**config.mk**
```make
export PLATFORM = sky130hd
export DESIGN_NAME = float_requester
export DESIGN_NICKNAME = d
export VERILOG_FILES = /design/src/rtl/float_req_pkg.sv /design/src/rtl/float_req_check.sv /design/src/rtl/float_requester.sv
export SDC_FILE = /design/constraint.sdc
export NUM_CORES = 1
export LEC_CHECK = 0
export BUFFER_PORTS_ARGS = -buffer_cell sky130_fd_sc_hd__buf_2
export CAP_MARGIN = 15
export CORE_AREA = 5 5 199 201
export DETAILED_ROUTE_END_ITERATION = 8
export DIE_AREA = 0 0 204 206
export SLEW_MARGIN = 10
export SYNTH_ARGS = -nofsm -noshare
export SYNTH_HDL_FRONTEND = slang
export SYNTH_HIERARCHICAL = 1
export SYNTH_SLANG_ARGS = --single-unit
```
**constraint.sdc**
```tcl
create_clock -name clock_50M -period 2.5 [get_ports clock_50M]
set_clock_uncertainty 0.2 [all_clocks]
set_input_delay 0.375 -clock clock_50M [delete_from_list [all_inputs] [get_ports clock_50M]]
set_output_delay 0.375 -clock clock_50M [all_outputs]
set_load 0.02 [all_outputs]
```
**src/rtl/float_req_pkg.sv**
```systemverilog
// Shared types and sizes for the float requester and its result checker.
package float_req_pkg;

  localparam int unsigned OP_W  = 64;
  localparam int unsigned RES_W = 128;
  localparam int unsigned CNT_W = 16;

  localparam logic [CNT_W-1:0] TIMEOUT_DEFAULT = 16'd200;

  typedef enum logic [1:0] {
    IDLE,
    ISSUE,
    WAIT,
    HOLD
  } state_e;

endpackage

```
**src/rtl/float_req_check.sv**
```systemverilog
// Result checker: flags a responder result that differs from the operand
// concatenation implied by select. Only instantiated with FLOAT_REQ_CHECK_EN.
module float_req_check
  import float_req_pkg::*;
(
  input  logic [OP_W-1:0]  float1,
  input  logic [OP_W-1:0]  float2,
  input  logic             select,
  input  logic [RES_W-1:0] out,
  output logic             mismatch
);

  logic [RES_W-1:0] expected;

  // Expected result ordering is chosen by the select sent to the responder
  always_comb begin
    expected = select ? {float1, float2} : {float2, float1};
    mismatch = (out != expected);
  end

endmodule

```
**src/rtl/float_requester.sv**
```systemverilog
// Float requester: accepts one operand pair, issues it to a responder, waits
// for completion or timeout, and holds the response until consumed.
// Optional macro FLOAT_REQ_CHECK_EN enables result checking (rsp_mismatch);
// without it rsp_mismatch is tied low and no comparator exists.
module float_requester
  import float_req_pkg::*;
#(
  parameter logic [CNT_W-1:0] TIMEOUT_CYCLES = TIMEOUT_DEFAULT
)
(
  input  logic             clock_50M,
  input  logic             reset,
  input  logic             req_valid,
  output logic             req_ready,
  input  logic [OP_W-1:0]  req_a,
  input  logic [OP_W-1:0]  req_b,
  input  logic             req_sel,
  output logic [OP_W-1:0]  float1,
  output logic [OP_W-1:0]  float2,
  output logic             select,
  output logic             start,
  input  logic             done,
  input  logic [RES_W-1:0] out,
  output logic             rsp_valid,
  input  logic             rsp_ready,
  output logic [RES_W-1:0] rsp_data,
  output logic             rsp_timeout,
  output logic             rsp_mismatch,
  output logic             late_done
);

  state_e           state_q, state_d;
  logic [OP_W-1:0]  float1_q, float1_d;
  logic [OP_W-1:0]  float2_q, float2_d;
  logic             select_q, select_d;
  logic [CNT_W-1:0] wait_cnt_q, wait_cnt_d;
  logic [RES_W-1:0] rsp_data_q, rsp_data_d;
  logic             rsp_timeout_q, rsp_timeout_d;
  logic             late_done_q, late_done_d;

`ifdef FLOAT_REQ_CHECK_EN
  logic             rsp_mismatch_q, rsp_mismatch_d;
  logic             chk_mismatch;

  float_req_check u_check (
    .float1   (float1_q),
    .float2   (float2_q),
    .select   (select_q),
    .out      (out),
    .mismatch (chk_mismatch)
  );
`endif

  // State register
  always_ff @(posedge clock_50M) begin
    if (reset) state_q <= IDLE;
    else       state_q <= state_d;
  end

  // Next-state: done wins over the timeout on the threshold cycle
  always_comb begin
    state_d = state_q;
    case (state_q)
      IDLE:    if (req_valid) state_d = ISSUE;
      ISSUE:   state_d = WAIT;
      WAIT:    if (done || (wait_cnt_q == TIMEOUT_CYCLES)) state_d = HOLD;
      HOLD:    if (rsp_ready) state_d = IDLE;
      default: state_d = IDLE;
    endcase
  end

  // Handshake and strobe outputs decoded from the current state
  always_comb begin
    req_ready = (state_q == IDLE);
    start     = (state_q == ISSUE);
    rsp_valid = (state_q == HOLD);
  end

  // Datapath next values: operand capture, wait counter, response capture
  always_comb begin
    float1_d      = float1_q;
    float2_d      = float2_q;
    select_d      = select_q;
    wait_cnt_d    = wait_cnt_q;
    rsp_data_d    = rsp_data_q;
    rsp_timeout_d = rsp_timeout_q;
    late_done_d   = late_done_q | (done && (state_q != WAIT));
`ifdef FLOAT_REQ_CHECK_EN
    rsp_mismatch_d = rsp_mismatch_q;
`endif
    case (state_q)
      IDLE: begin
        if (req_valid) begin
          float1_d = req_a;
          float2_d = req_b;
          select_d = req_sel;
        end
      end
      ISSUE: wait_cnt_d = '0;
      WAIT: begin
        if (done) begin
          rsp_data_d    = out;
          rsp_timeout_d = 1'b0;
`ifdef FLOAT_REQ_CHECK_EN
          rsp_mismatch_d = chk_mismatch;
`endif
        end else if (wait_cnt_q == TIMEOUT_CYCLES) begin
          rsp_data_d    = '0;
          rsp_timeout_d = 1'b1;
`ifdef FLOAT_REQ_CHECK_EN
          rsp_mismatch_d = 1'b0;
`endif
        end else begin
          wait_cnt_d = wait_cnt_q + 16'd1;
        end
      end
      default: ;
    endcase
  end

  // Datapath registers
  always_ff @(posedge clock_50M) begin
    if (reset) begin
      float1_q      <= '0;
      float2_q      <= '0;
      select_q      <= 1'b0;
      wait_cnt_q    <= '0;
      rsp_data_q    <= '0;
      rsp_timeout_q <= 1'b0;
      late_done_q   <= 1'b0;
    end else begin
      float1_q      <= float1_d;
      float2_q      <= float2_d;
      select_q      <= select_d;
      wait_cnt_q    <= wait_cnt_d;
      rsp_data_q    <= rsp_data_d;
      rsp_timeout_q <= rsp_timeout_d;
      late_done_q   <= late_done_d;
    end
  end

`ifdef FLOAT_REQ_CHECK_EN
  // Mismatch flag register, present only when checking is built in
  always_ff @(posedge clock_50M) begin
    if (reset) rsp_mismatch_q <= 1'b0;
    else       rsp_mismatch_q <= rsp_mismatch_d;
  end
  assign rsp_mismatch = rsp_mismatch_q;
`else
  assign rsp_mismatch = 1'b0;
`endif

  assign float1      = float1_q;
  assign float2      = float2_q;
  assign select      = select_q;
  assign rsp_data    = rsp_data_q;
  assign rsp_timeout = rsp_timeout_q;
  assign late_done   = late_done_q;

endmodule

```
==> Yosys cells after proc, flatten, opt, wreduce, memory -nomap -nowiden <==
Cells that the tools add are included.
Widths: inputs -> output; s select.
{ "totals": {"register_bits": 277, "out_inout_bits": 263, "wordCells": 40} }
{ "classes": {"add_sub_neg": 1, "n_eq_ne": 10, "mux": 11, "n_bitwise": 1, "n_reduce_logical": 9} }
{ "ops": {"columns": ["operator", "n"], "rows": [
  ["$mux 128", 2],
  ["$mux 16", 2],
  ["$pmux 16 s2", 1],
  ["$add 16x1->16 const B", 1],
  ["$eq 16x8->1 const B", 1],
  ["$ne 2x2->1 const B", 5],
  ["$pmux 2 s4", 1],
  ["$mux 2", 3],
  ["$reduce_and 3->1", 2],
  ["$eq 2x2->1 const B", 2],
  ["$reduce_and 2->1", 2],
  ["$reduce_bool 2->1", 2],
  ["$eq 2x1->1 const B", 1],
  ["$logic_not 2->1", 1],
  ["$mux 1", 2],
  ["$ne 2x1->1 const B", 1],
  ["$logic_and 1x1->1", 1],
  ["$logic_or 1x1->1", 1],
  ["$or 1x1->1", 1]
]} }

==> Logic depth before layout (Yosys ltp) <==
{ "depth": {"ltp_word": 4, "mapped_depth": 9, "ltp_nobuf": 6} }

==> Worst setup path after synthesis <==
Ideal clock, no wire load.
{ "synth_path": {"kind": "register to register", "startpoint": "reg state_q[0]", "endpoint": "reg rsp_data_q[28], in the netlist rsp_data[28]", "arrival_time_ps": 1710, "t_required_ps": 2172, "path_slack_ps": 462, "path_stages_with_launch": 9, "n_path_buf": 2, "cell_sequence": "dfxtp_1 -> inv_1 -> ha_1 -> nor4bb_1 -> a41oi_2 -> clkbuf_1 -> buf_2 -> a22oi_1 -> nor2_1"} }
{ "synth_via": {"elab_chain_len": 2} }
{ "synth_lines": {"columns": ["element", "line_no", "rtl"], "rows": [
  ["start, declared", "float_requester.sv:32", "state_e state_q, state_d;"],
  ["start signal, assigned", "float_requester.sv:57", "else state_q <= state_d;"],
  ["$eq 2x2->1", "float_requester.sv:91", "case (state_q)"],
  ["$reduce_and 2->1 (no source line)", null, null],
  ["end signal, assigned", "float_requester.sv:136", "rsp_data_q <= rsp_data_d;"],
  ["end, declared", "float_requester.sv:37", "logic [RES_W-1:0] rsp_data_q, rsp_data_d;"]
]} }
No other way between the ends.
A chain may end at the register's enable or synchronous reset.

==> Worst setup path in the final report <==
{ "layout_path": {"startpoint": "reg state_q[0]", "endpoint": "reg rsp_data_q[115], in the netlist rsp_data[115]"} }
Same word-level chain as after synthesis.

==> metrics.log <==
INFO  metric req_time_crit_path = 2.71 ns
INFO  metric drv_slew = 0
INFO  metric grt_util_all_layers = 17.6%
INFO  metric critical-path-top-cell-by-count = sky130_fd_sc_hd__buf_4
INFO  metric antenna_violations_before_repair = 1
INFO  metric num_rows = 71
INFO  metric syn_nets = 1,402
INFO  metric setup_violations = 0
INFO  metric period_share = 92.4%
INFO  metric crit_path_max_incr_delay = 0.34 ns
INFO  metric synthCells = 1,134
INFO  metric ys_seq_elements = 277
INFO  metric initial_utilization = 26.2%
INFO  metric power.static_leakage = 7.57 nW
INFO  metric crit_path_top_delay_cell = sky130_fd_sc_hd__dfxtp_1
INFO  metric route.detailed.drc = 0
INFO  metric worst_setup_path_start_kind = register
INFO  metric power.switching = 4.90 mW
INFO  metric min_delay_path_class = in -> reg
INFO  metric postRouteAntennaNets = 0
INFO  metric internal_power = 9.24 mW
INFO  metric cts_inserted_buffers = 30
INFO  metric placed_wire_length_estimate = 26,100 µm
INFO  metric multiInputGateArea = 3860 µm²
INFO  metric drt_wl_total = 40,400 µm
INFO  metric whs = 0.0837 ns
INFO  metric grt.overflow.total = 0
INFO  metric vdd_drop_max = 555 µV
INFO  metric synthToLayoutAreaGrowth = 69.4%
INFO  metric count_of_synthesis_stage_warnings_from_yosys = 6
INFO  metric p_seq_share = 37.8%
INFO  metric port-buffer-count = 523
INFO  metric cts.repair_timing.setup_buffer_count = 0
INFO  metric run_status = finished, final reports clean
INFO  metric ctsLongestPathBuffers = 3
INFO  metric route.met3.wl = 3540 µm
INFO  metric setup-tns-final = 0 ns
INFO  metric utilization = 44.3%
INFO  metric synthesis.area_per_instance = 8.63 µm²
INFO  metric pwr_density_cell = 853 nW/µm²
INFO  metric total_area_of_sequential_cells = 5550 µm²
INFO  metric die_width = 204 µm
INFO  metric ys_dominant_reg_cell = sky130_fd_sc_hd__dfxtp_1
INFO  metric share_of_total_power_consumed_by_net_switching = 34.6%
INFO  metric worst_setup_path_end_kind = register
INFO  metric top_layer = met4
INFO  metric die_y = 206 µm
INFO  metric synth.cell_area = 9790 µm²
INFO  metric rsz0062_at_grt = false
INFO  metric ys_seq_area_share = 56.6%
INFO  metric cts_max_level = 1
INFO  metric post_route_cells_drive_above_1_share = 31.7%
INFO  metric finalWeightedCongestion = 0.833
INFO  metric finalCriticalPeriod = 2.31 ns
INFO  metric grt_max_degree = 132
INFO  metric num_vias = 11,300
INFO  metric worst_path_top_cell_family_by_delay = buffers and inverters
INFO  metric clkLatencyLatePin = 0.55 ns
INFO  metric drt_iter0_drc = 702
INFO  metric count_of_flip_flops_with_a_built_in_enable_after_synthesis = 0
INFO  metric worst-path-buf-inv = 4
INFO  metric list_of_cells_traversed_by_the_critical_path = inv_1, ha_1, nor4bb_1, buf_4, a41oi_4, buf_12, buf_4, a22oi_1, nor2_1
INFO  metric tritoncts = built
INFO  metric top_level_ports = 525
INFO  metric proportion_of_synthesized_flip_flops_having_asynchronous_set_or_reset = 0%
INFO  metric cts_sinks = 277
INFO  metric coreArea = 37,400 µm²
INFO  metric criticalPathCategory = reg -> reg
INFO  metric pwr-share-clk = 30.9%
INFO  metric maxSlewHeadroom = 54.4%
INFO  metric cp_data_arrival_time = 2.52 ns
INFO  metric drt-pass1-iter-count = 5
INFO  metric comb_power_share = 31.3%
INFO  metric grt_pass1_wl = 60,900 µm
INFO  metric route.met2.wl = 19,600 µm
INFO  metric cts.reportedPaths.clkPinSlew = 0.06 ns
INFO  metric vias_per_cell = 4.66
INFO  metric drv.max_cap_violation_count = 0
INFO  metric wl_per_cell = 16.7 µm
INFO  metric timing.final.hold_violations = 0
INFO  metric crit_fanout = 18
INFO  metric design.final.nets = 2,148
INFO  metric die_area = 42,000 µm²
INFO  metric clock_root_buffer = sky130_fd_sc_hd__clkbuf_16
INFO  metric synth_cell_types = 45
INFO  metric fillCellCount = 3,465
INFO  metric maxClockFrequency = 433 MHz
INFO  metric first_global_vias = 11,300
INFO  metric tightest_slew = 0.685 ns
INFO  metric met1Wirelength = 15,700 µm
==> state kept, by name (all words and copies together) (netlist names) <==
register and flops:
rsp_data 128, float1 64, float2 64, wait_cnt_q 16, state_q 2, late_done 1
rsp_timeout 1, select 1
==> logic make-up (layout without fill, tap and decap cells) <==
group / count (synthesis) / count (layout) / synth area share (%)
AND/OR/NAND/NOR: 452 / 452 / 18.8
buffers and inverters: 101 / 868 / 4.13
multiplexers: 3 / 3 / 0.332
other: 1 / 3 / 0.0383
AO/OA/AOI/OAI: 294 / 294 / 19.3
flip-flops: 277 / 277 / 56.6
adder cells (fa/ha/maj): 6 / 6 / 0.767
==> per-layer routing <==
metal	up-vias	global-route usage (%)
met2	549	31.3
li1	5373	-
met4	0	6.63
met1	5245	20.5
met5	-	0
met3	88	4.36
==> metrics by stage <==
stage	cell area (µm²)	std cells	total power, mW	setup WS, ns
2_1_floorplan	9790	1134	7.86	0.462
3_3_place_gp	13000	2100	9.42	0.299
3_5_place_dp	13000	2100	9.48	0.215
4_1_cts	16600	2412	14.2	0.198
5_1_grt	16600	2412	14.9	0.00151
6_report	16600	2414	14.1	0.191
==> power by group through the flow <==
stage | clock (mW) | sequential [mW] | combinational (mW)
finish | 4.37 | 5.34 | 4.42
floorplan | 0 | 6.11 | 1.76
CTS | 4.50 | 5.32 | 4.40
global route | 4.67 | 5.41 | 4.79
detailed placement | 0 | 5.41 | 4.07
global placement | 0 | 5.39 | 4.02
==> worst reg2reg max path, stage by stage, from the launching register on <==
cell	delay, ns
sky130_fd_sc_hd__dfxtp_1	0.34
sky130_fd_sc_hd__inv_1	0.09
sky130_fd_sc_hd__ha_1	0.24
sky130_fd_sc_hd__nor4bb_1	0.32
sky130_fd_sc_hd__buf_4	0.18
sky130_fd_sc_hd__a41oi_4	0.13
sky130_fd_sc_hd__buf_12	0.20
sky130_fd_sc_hd__buf_4	0.20
sky130_fd_sc_hd__a22oi_1	0.19
sky130_fd_sc_hd__nor2_1	0.07
==> path summary, 6_finish.rpt <==
| path | startpoint | cells past startpoint | slack (ns) | endpoint |
|---|---|---|---|---|
| setup / recovery | state_q[0] | 9 | 0.19 | rsp_data[115] |
| hold / removal | req_valid | 4 | 0.08 | state_q[1] |
| setup reg to reg | state_q[0] | 9 | 0.19 | rsp_data[115] |
| hold reg to reg | float1[42] | 2 | 0.25 | float1[42] |
==> area by class of cell <==
| class | count | area share (%) |
|---|---|---|
| Clock inverter | 14 | 0.762 |
| Multi-Input combinational cell | 756 | 23.3 |
| Antenna cell | 2 | 0.0302 |
| Sequential cell | 277 | 33.4 |
| Tap cell | 511 | 3.86 |
| Timing Repair Buffer | 805 | 33.3 |
| Clock buffer | 39 | 5.10 |
| Inverter | 10 | 0.226 |
==> cell usage after synthesis (all sizes together) (3+ instances only) <==
master  number  share of area [%]
a31oi        5               0.32
or4          3               0.23
nor2       132                5.1
nand4        3               0.19
inv         10               0.38
and3         5               0.32
and2         5               0.32
dfxtp      277                 57
and4         4               0.36
buf         14               0.79
clkbuf      77                3.0
a22oi      128                9.8
a21oi      136                7.0
nor4         7               0.45
nand3        7               0.36
ha           6               0.77
nor3         7               0.36
nand2      271                 10
o211ai       5               0.38
==> cell usage in the layout (no fill, tap or decap), types with 3 or more instances in the layout <==
master and n:
sky130_fd_sc_hd__dlygate4sd3_1 259, sky130_fd_sc_hd__nor3_1 7, sky130_fd_sc_hd__nand2_1 270, sky130_fd_sc_hd__ha_1 6, sky130_fd_sc_hd__clkinv_2 10, sky130_fd_sc_hd__clkbuf_16 31
sky130_fd_sc_hd__nor4_1 7, sky130_fd_sc_hd__dfxtp_1 277, sky130_fd_sc_hd__or4_1 3, sky130_fd_sc_hd__and3_1 5, sky130_fd_sc_hd__inv_1 10, sky130_fd_sc_hd__a31oi_1 5
sky130_fd_sc_hd__nor2_1 132, sky130_fd_sc_hd__o211ai_1 5, sky130_fd_sc_hd__clkbuf_1 4, sky130_fd_sc_hd__buf_2 522, sky130_fd_sc_hd__and4_1 4, sky130_fd_sc_hd__a21oi_1 136
sky130_fd_sc_hd__nand4_1 3, sky130_fd_sc_hd__buf_4 13, sky130_fd_sc_hd__clkbuf_8 5, sky130_fd_sc_hd__and2_1 3, sky130_fd_sc_hd__nand3_1 7, sky130_fd_sc_hd__buf_12 10
sky130_fd_sc_hd__a22oi_1 128
==> repair_timing <==
item | in CTS | in global routing
hold endpoints to repair | 264 | 0
hold buffers | 259 | 0
gates resized for setup | 0 | 0
Note: power is estimated with default switching activity, not from simulation.
